### src/rtl/fp_pkg.sv
// rtl/fp_pkg.sv - shared binary32 field widths, constants and operand classification
// Provides: EXP_W, FRAC_W, BIAS, EXP_MAX, QNAN, POS_INF, fp_t unpack struct,
//           fp_class_e operand classes and fp_classify() helper.
package fp_pkg;

    localparam int EXP_W   = 8;
    localparam int FRAC_W  = 23;
    localparam int BIAS    = 127;
    localparam int EXP_MAX = 255;

    localparam logic [31:0] QNAN    = 32'h7FC0_0000;
    localparam logic [31:0] POS_INF = 32'h7F80_0000;

    typedef struct packed {
        logic              sign;
        logic [EXP_W-1:0]  exp;
        logic [FRAC_W-1:0] frac;
    } fp_t;

    typedef enum logic [1:0] {
        CLS_ZERO,
        CLS_NORM,
        CLS_INF,
        CLS_NAN
    } fp_class_e;

    // Subnormals classify as zero: they are flushed before the multiply.
    function automatic fp_class_e fp_classify(input fp_t v);
        fp_class_e cls;
        if (v.exp == '0) begin
            cls = CLS_ZERO;
        end else if (v.exp == EXP_W'(EXP_MAX)) begin
            cls = (v.frac == '0) ? CLS_INF : CLS_NAN;
        end else begin
            cls = CLS_NORM;
        end
        return cls;
    endfunction

endpackage

### src/rtl/fp_mul_round.sv
// rtl/fp_mul_round.sv - normalize and round-to-nearest-even a 48b significand product
// Ports:
//   prod      in  48  product of two 24b significands (hidden ones included), value in [1,4)
//   exp_in    in  10  signed biased exponent eA + eB - BIAS before normalization
//   frac_out  out 23  rounded fraction field
//   exp_out   out  8  final biased exponent (valid only when neither flag is set)
//   overflow  out  1  final exponent >= EXP_MAX
//   underflow out  1  final exponent <= 0
module fp_mul_round
    import fp_pkg::*;
(
    input  logic [47:0]              prod,
    input  logic signed [9:0]        exp_in,
    output logic [FRAC_W-1:0]        frac_out,
    output logic [EXP_W-1:0]         exp_out,
    output logic                     overflow,
    output logic                     underflow
);

    logic [23:0]       mant;
    logic              guard;
    logic              rnd;
    logic              sticky;
    logic              round_up;
    logic [24:0]       sum;
    logic signed [9:0] exp_n;
    logic signed [9:0] exp_r;

    always_comb begin
        mant     = '0;
        guard    = 1'b0;
        rnd      = 1'b0;
        sticky   = 1'b0;
        exp_n    = exp_in;
        exp_r    = exp_in;
        frac_out = '0;

        // Product in [2,4): take the upper 24 bits and bump the exponent.
        if (prod[47]) begin
            mant   = prod[47:24];
            guard  = prod[23];
            rnd    = prod[22];
            sticky = |prod[21:0];
            exp_n  = exp_in + 10'sd1;
        end else begin
            mant   = prod[46:23];
            guard  = prod[22];
            rnd    = prod[21];
            sticky = |prod[20:0];
            exp_n  = exp_in;
        end

        // Ties (guard set, nothing below) round toward an even lsb.
        round_up = guard & (rnd | sticky | mant[0]);
        sum      = {1'b0, mant} + {24'd0, round_up};

        // Carry out of the significand means it became exactly 2.0;
        // the fraction is then all zeros and the exponent moves up by one.
        if (sum[24]) begin
            frac_out = sum[23:1];
            exp_r    = exp_n + 10'sd1;
        end else begin
            frac_out = sum[22:0];
            exp_r    = exp_n;
        end
    end

    assign overflow  = (exp_r >= 10'sd255);
    assign underflow = (exp_r <= 10'sd0);
    assign exp_out   = exp_r[EXP_W-1:0];

endmodule

### src/rtl/fp_mul.sv
// rtl/fp_mul.sv - registered IEEE-754 binary32 multiplier, RNE rounding, flush-to-zero
// Ports:
//   in_clk      in   1  clock, rising edge
//   in_rst_n    in   1  asynchronous active-low reset, clears out_result
//   in_numA     in  32  operand A (binary32)
//   in_numB     in  32  operand B (binary32)
//   out_result  out 32  A*B, registered, one cycle latency
module fp_mul
    import fp_pkg::*;
(
    input  logic        in_clk,
    input  logic        in_rst_n,
    input  logic [31:0] in_numA,
    input  logic [31:0] in_numB,
    output logic [31:0] out_result
);

    fp_t               op_a;
    fp_t               op_b;
    fp_class_e         cls_a;
    fp_class_e         cls_b;
    logic              sign_r;
    logic [47:0]       prod;
    logic signed [9:0] exp_sum;
    logic [FRAC_W-1:0] rnd_frac;
    logic [EXP_W-1:0]  rnd_exp;
    logic              rnd_ovf;
    logic              rnd_unf;
    logic [31:0]       result_d;
    logic [31:0]       result_q;

    assign op_a   = fp_t'(in_numA);
    assign op_b   = fp_t'(in_numB);
    assign cls_a  = fp_classify(op_a);
    assign cls_b  = fp_classify(op_b);
    assign sign_r = op_a.sign ^ op_b.sign;

    assign prod    = {1'b1, op_a.frac} * {1'b1, op_b.frac};
    assign exp_sum = $signed({2'b00, op_a.exp}) + $signed({2'b00, op_b.exp})
                   - $signed(10'(BIAS));

    fp_mul_round u_round (
        .prod      (prod),
        .exp_in    (exp_sum),
        .frac_out  (rnd_frac),
        .exp_out   (rnd_exp),
        .overflow  (rnd_ovf),
        .underflow (rnd_unf)
    );

    // Special cases are resolved in priority order; the datapath result
    // from the rounder is only used when both operands are normal.
    always_comb begin
        result_d = {sign_r, rnd_exp, rnd_frac};
        if (cls_a == CLS_NAN || cls_b == CLS_NAN) begin
            result_d = QNAN;
        end else if ((cls_a == CLS_INF && cls_b == CLS_ZERO) ||
                     (cls_a == CLS_ZERO && cls_b == CLS_INF)) begin
            result_d = QNAN;
        end else if (cls_a == CLS_INF || cls_b == CLS_INF) begin
            result_d = {sign_r, POS_INF[30:0]};
        end else if (cls_a == CLS_ZERO || cls_b == CLS_ZERO) begin
            result_d = {sign_r, 31'd0};
        end else if (rnd_ovf) begin
            result_d = {sign_r, POS_INF[30:0]};
        end else if (rnd_unf) begin
            result_d = {sign_r, 31'd0};
        end
    end

    always_ff @(posedge in_clk or negedge in_rst_n) begin
        if (!in_rst_n) begin
            result_q <= '0;
        end else begin
            result_q <= result_d;
        end
    end

    assign out_result = result_q;

endmodule

### config.mk
export PLATFORM = sky130hd
export DESIGN_NAME = fp_mul
export DESIGN_NICKNAME = d
export VERILOG_FILES = /design/src/rtl/fp_pkg.sv /design/src/rtl/fp_mul_round.sv /design/src/rtl/fp_mul.sv
export SDC_FILE = /design/constraint.sdc
export NUM_CORES = 2
export LEC_CHECK = 0
export ABC_AREA = 0
export BUFFER_PORTS_ARGS = -buffer_cell sky130_fd_sc_hd__buf_2
export CORE_UTILIZATION = 60
export DETAILED_ROUTE_END_ITERATION = 10
export PLACE_DENSITY = 0.87
export SLEW_MARGIN = 5
export SYNTH_ARGS = -nofsm -noshare
export SYNTH_HDL_FRONTEND = slang
export SYNTH_SLANG_ARGS = --single-unit
### constraint.sdc
create_clock -name in_clk -period 1.1 [get_ports in_clk]
set_input_delay 0.275 -clock in_clk [delete_from_list [all_inputs] [get_ports in_clk]]
set_output_delay 0.275 -clock in_clk [all_outputs]
set_load 0.05 [all_outputs]
Yosys cells after proc, flatten, opt, wreduce, memory -nomap -nowiden
Index checks and enable logic that the tools add are counted.

word-level totals
  flip-flop bits (word level) = 32
  input port bits = 66
  output and inout port bits = 32
  logic and storage cells = 52

operators by class
  add/sub/neg operators = 5
  multipliers = 1
  $lt $le $gt $ge = 2
  equal/unequal tests = 6
  mux-type cells = 19
  bitwise operators = 4
  reductions and logical operators = 14

operators by type and width
  cell                                                                               number
  31-bit 2-to-1 mux                                                                  4
  32-bit 2-to-1 mux                                                                  2
  24-bit by 24-bit multiplier with 48-bit output                                     1
  23-bit logical NOT                                                                 2
  24-bit by 1-bit adder with 25-bit output                                           1
  24-bit 2-to-1 mux                                                                  1
  23-bit 2-to-1 mux                                                                  1
  22-bit OR reduction                                                                1
  21-bit OR reduction                                                                1
  10-bit by 2-bit adder with 10-bit output, second input constant                    2
  10-bit 2-to-1 mux                                                                  2
  8-bit == test, second input constant                                               2
  8-bit logical NOT                                                                  2
  10-bit by 9-bit >= comparator with 1-bit output, second input constant             1
  10-bit by 1-bit less-or-equal comparator with 1-bit output, second input constant  1
  9-bit by 7-bit subtractor with 10-bit output, second input constant                1
  8-bit by 8-bit adder with 9-bit output                                             1
  2-bit == test, second input constant                                               4
  2-bit 2-to-1 mux                                                                   4
  1-bit 2-to-1 mux                                                                   5
  2-bit logical NOT                                                                  2
  1-bit logical OR                                                                   4
  1-bit logical AND                                                                  2
  1-bit OR                                                                           2
  other kinds (2)                                                                    2

Depth between registers and ports, before layout
  depth in word-level cells = 15
  gate-level depth with buffers = 40
  gate-level depth less buffers = 34

Modules after synthesis
From an unflattened synthesis, not the netlist that was laid out.

unflattened totals
  cells, all modules = 2,575
  area, all modules = 22,155.0 µm²

modules (own cells, without submodules)
  module        times used  cells an instance  area each (µm²)  sequential area each (µm²)
  fp_mul        1           2,300              20,385.8         800.8
  fp_mul_round  1           275                1,769.2          0.0

Least setup slack after synthesis
Ideal clock, no wire load.

  path type = input -> register
  from = input in_numB[12]
  to = register result_q[22], in the netlist out_result[22]
  setup time = 0.132 ns
  data arrival time = 9.197 ns
  data required time = 0.968 ns
  path slack = -8.229 ns
  stages on the path = 38
  path buffers = 7
  path through = clkbuf_1 > clkbuf_1 > nand2_1 > fa_1 > inv_1 > fa_1 > inv_1 > fa_1 > fa_1 > inv_1 > fa_1 > fa_1 > inv_1 > fa_1 > inv_1 > ha_1 > buf_2 > a21oi_1 > (+2 left out) > a21oi_1 > or3_4 > nor2_4 > buf_6 > clkbuf_1 > buf_1 > nand2_1 > o21ai_0 > ha_1 > nand3_1 > or3_1 > a21oi_1 > nor4b_2 > nand2b_1 > mux2i_1 > nor4_4 > buf_6 > o31ai_2

on the way
  word-level cells in the longest chain between the ends = 15
  elaborated cells between the ends (all ways) = 36
  those cells by class = add/sub: 2; mul: 1; order compare: 2; eq/ne: 2; mux: 16; bitwise: 3; reduce/logical: 10

ends and longest elaborated chain
  item                                                               line                                    text
  start: declaration                                                 fp_mul.sv:14                            input logic [31:0] in_numB,
  24-bit by 24-bit multiplier with 48-bit output                     fp_mul.sv:38                            assign prod = {1'b1, op_a.frac} * {1'b1, op_b.frac};
  22-bit OR reduction / 21-bit OR reduction (equally long branches)  fp_mul_round.sv:43, fp_mul_round.sv:49
  1-bit 2-to-1 mux                                                   fp_mul_round.sv:39                      if (prod[47]) begin
  1-bit OR (2 in a row)                                              fp_mul_round.sv:54                      round_up = guard & (rnd | sticky | mant[0]);
  1-bit AND                                                          fp_mul_round.sv:54
  24-bit by 1-bit adder with 25-bit output                           fp_mul_round.sv:55                      sum = {1'b0, mant} + {24'd0, round_up};
  10-bit 2-to-1 mux                                                  fp_mul_round.sv:59                      if (sum[24]) begin
  10-bit by 1-bit less-or-equal comparator with 1-bit output         fp_mul_round.sv:69                      assign underflow = (exp_r <= 10'sd0);
  31-bit 2-to-1 mux                                                  fp_mul.sv:66                            end else if (rnd_unf) begin
  31-bit 2-to-1 mux                                                  fp_mul.sv:64                            end else if (rnd_ovf) begin
  31-bit 2-to-1 mux                                                  fp_mul.sv:62                            end else if (cls_a == CLS_ZERO || cls_b == CLS_ZERO) begin
  31-bit 2-to-1 mux                                                  fp_mul.sv:60                            end else if (cls_a == CLS_INF || cls_b == CLS_INF) begin
  32-bit 2-to-1 mux                                                  fp_mul.sv:57                            end else if ((cls_a == CLS_INF && cls_b == CLS_ZERO) ||
  32-bit 2-to-1 mux (*)                                              fp_mul.sv:55                            if (cls_a == CLS_NAN || cls_b == CLS_NAN) begin
  via result_d[22]                                                   fp_mul.sv:29                            logic [31:0] result_d;
  end signal: assignment                                             fp_mul.sv:75                            result_q <= result_d;
  end: declaration                                                   fp_mul.sv:30                            logic [31:0] result_q;

The timed path passes the listed nets; every way through them passes the cells marked *.

Worst setup path after layout
  from = input in_numB[6]
  to = register result_q[21], in the netlist out_result[21]

The elaborated chain is that of the path after synthesis.

==> qor.csv <==
metric,value,unit
final cycle utilization of the critical path,808,%
"Avg Cell Area, Syn",8.48,um^2
Cells after Synth,2804,
row cnt,72,
Detail Placement HPWL,68000,um
Root Buffer,clkbuf_16,
Post-Synth Simple-Gate Area,21.9,%
TritonCTS clock tree,built,
total gr overflow,0,
Post-synth EDFFs,0,
multiplexer share of the synthesized area,0.831,%
share of the synthesized area in the top cell type,40.7,%
Startpoint Class,input port,
wire per inst,23.0,um
max-cap violations,0,
GRT Total Usage,44.7,%
Tmin final,8.89,ns
Compound-Gate Fraction of Synth Area,8.70,%
Clock transition at path regs,0.07,ns
Antenna Nets Post-Route,0,
"most common cell after layout, fill and taps aside",buf_4,
syn_nets,3544,
post-synthesis adder-cell area fraction,50.7,%
Clock Path Buffers,2,
vias,23700,
Yosys reg bits,32,
endpoints failing hold,0,
fillers,2302,
layout overhead on the synthesized area,32.9,%
worst path arrival time,9.05,ns
core area,38800,um^2
global-route wire length before repair,139000,um
CP max FO,7,
die area,40400,um^2
Setup TNS,-238.13,ns
drc violations,0,
Hold WS,0.0163,ns
Buffers on Ports,97,
number of global-route vias before repair,25900,
largest family of logic cells by synthesized area,adder cells,
setup ws final,-7.79,ns
Critical Path End Type,register,
failing checks,negative setup slack,
worst endpoint required time,1.25,ns
sequential element share of the synthesized area,3.37,%
total iterations of the first detailed-routing run,8,
"Hold-fix buffers, CTS",0,
status,"finished, violations left",
Die Y,201,um
CP peak stage delay,0.55,ns
asr flop ratio synth,100,%
H-tree level count,2,
layout cells sized above 1,30.6,%
pin count of the biggest net entering global routing,33,
top_reg_cell synth,dfrtp_1,
Die Wd,201,um
Num CTS Buffers,5,
critical setup path kind,in2reg,
# IOs,98,
max reg flops,32,
initial core utilization,61.2,%
antenna violations before repair,2,
highest clock rate,0.112,GHz
DR iter-0 viols,2214,
Vias per Instance,6.02,
drt total wl,90500,um
CP most frequent cell,fa_1,
Worst-Margin Slew,1.16,ns
clk sinks,32,
Antenna diodes,0,
slew margin rel.,22.1,%
GP Congestion,0.979,
cell taking the most area after synthesis,fa_1,
number of nets in the layout,4163,
final setup vio count,48,
"top cells by area, synth","fa_1 (41%), ha_1 (10%), inv_1 (9.4%), and2_1 (6.7%), nand2_1 (5.7%)",
"Cell Area, Synth",23800,um^2
synth warn,0,
Slowest cell on crit path,fa_1,
"commonest cells after routing, fill and taps aside","buf_4 (609), inv_1 (572), fa_1 (459), nand2_1 (336), and2_1 (227)",
max-slew violations,0,
Synth Area in XOR/XNOR,2.50,%
hold crit path type,in2async,
RSZ-0062 raised after global routing,yes,
synth unique cells,108,
## cell type report
class	instances	area (um^2)	area share (%)
clock buffers	6	129	0.408
clock inverters	1	5.00	0.0158
multi-input cells	2037	21400	67.8
repair buffers	747	6330	20.0
inverters	600	2270	7.18
well taps	518	648	2.05
flip-flops and latches	32	801	2.53
## logic make-up after synthesis
family	count (synthesis)
and+or+nand+nor	977
adders and majority gates	674
AOI/OAI and AO/OA	304
DFF	32
xor gates and xnor gates	62
buffers and inverters	736
muxes	19
## what timing repair did
| item | in CTS | in global routing |
|---|---|---|
| gates cloned | 5 | 1 |
| setup endpoints to repair | 64 | 64 |
| pin swaps | 87 | 50 |
| hold endpoints to repair | 0 | 0 |
| gates resized for setup | 306 | 92 |
| buffers inserted | 38 | 14 |
## worst max-delay path, delay by kind of cell
kind / cells / cell delay, ns
and+or+nand+nor: 11 / 2.31
buffers and inverters: 13 / 1.55
AOI/OAI and AO/OA: 6 / 0.88
adders and majority gates: 9 / 3.99
## through the flow
stage	setup WS [ns]	instances	area (um^2)	utilization, %
5_1_grt	-7.95	3941	31600	81.4
2_1_floorplan	-7.21	2804	24500	-
4_1_cts	-7.24	3926	31100	80.0
6_report	-7.79	3941	31600	81.4
3_3_place_gp	-7.86	3876	29300	75.4
3_5_place_dp	-8.04	3876	29300	75.4
## layer usage
metal	vias to the layer above	track usage (%)	wire length, um
met5	-	0	23
li1	9936	-	-
met2	1676	72.8	41200
met3	602	10.5	10300
met4	4	30.5	8270
met1	11500	52.6	30800
## Yosys cell counts, types with 24 or more instances
master      n
inv_1     597
fa_1      483
nand2_1   362
and2_1    253
ha_1      191
nor2_1    114
clkbuf_1   95
a21oi_1    83
o21ai_0    55
nor3_1     38
nand4_1    37
xnor2_1    33
dfrtp_1    32
buf_2      27
nand3_1    26
xor2_1     24
## worst max path at each step
stage,slack (ns),endpoint,start,depth (start not counted)
after global placement,-7.86,out_result[18],in_numA[10],30
after global routing,-7.95,out_result[16],in_numB[6],40
final,-7.79,out_result[21],in_numB[6],39
after floorplan,-7.21,out_result[17],in_numA[5],37
after detailed placement,-8.04,out_result[18],in_numB[10],33
after CTS,-7.24,out_result[0],in_numA[14],37
Power is left out: the tool's default activity adds up to more than one toggle a clock period on the data nets, which glitch-free logic cannot reach.
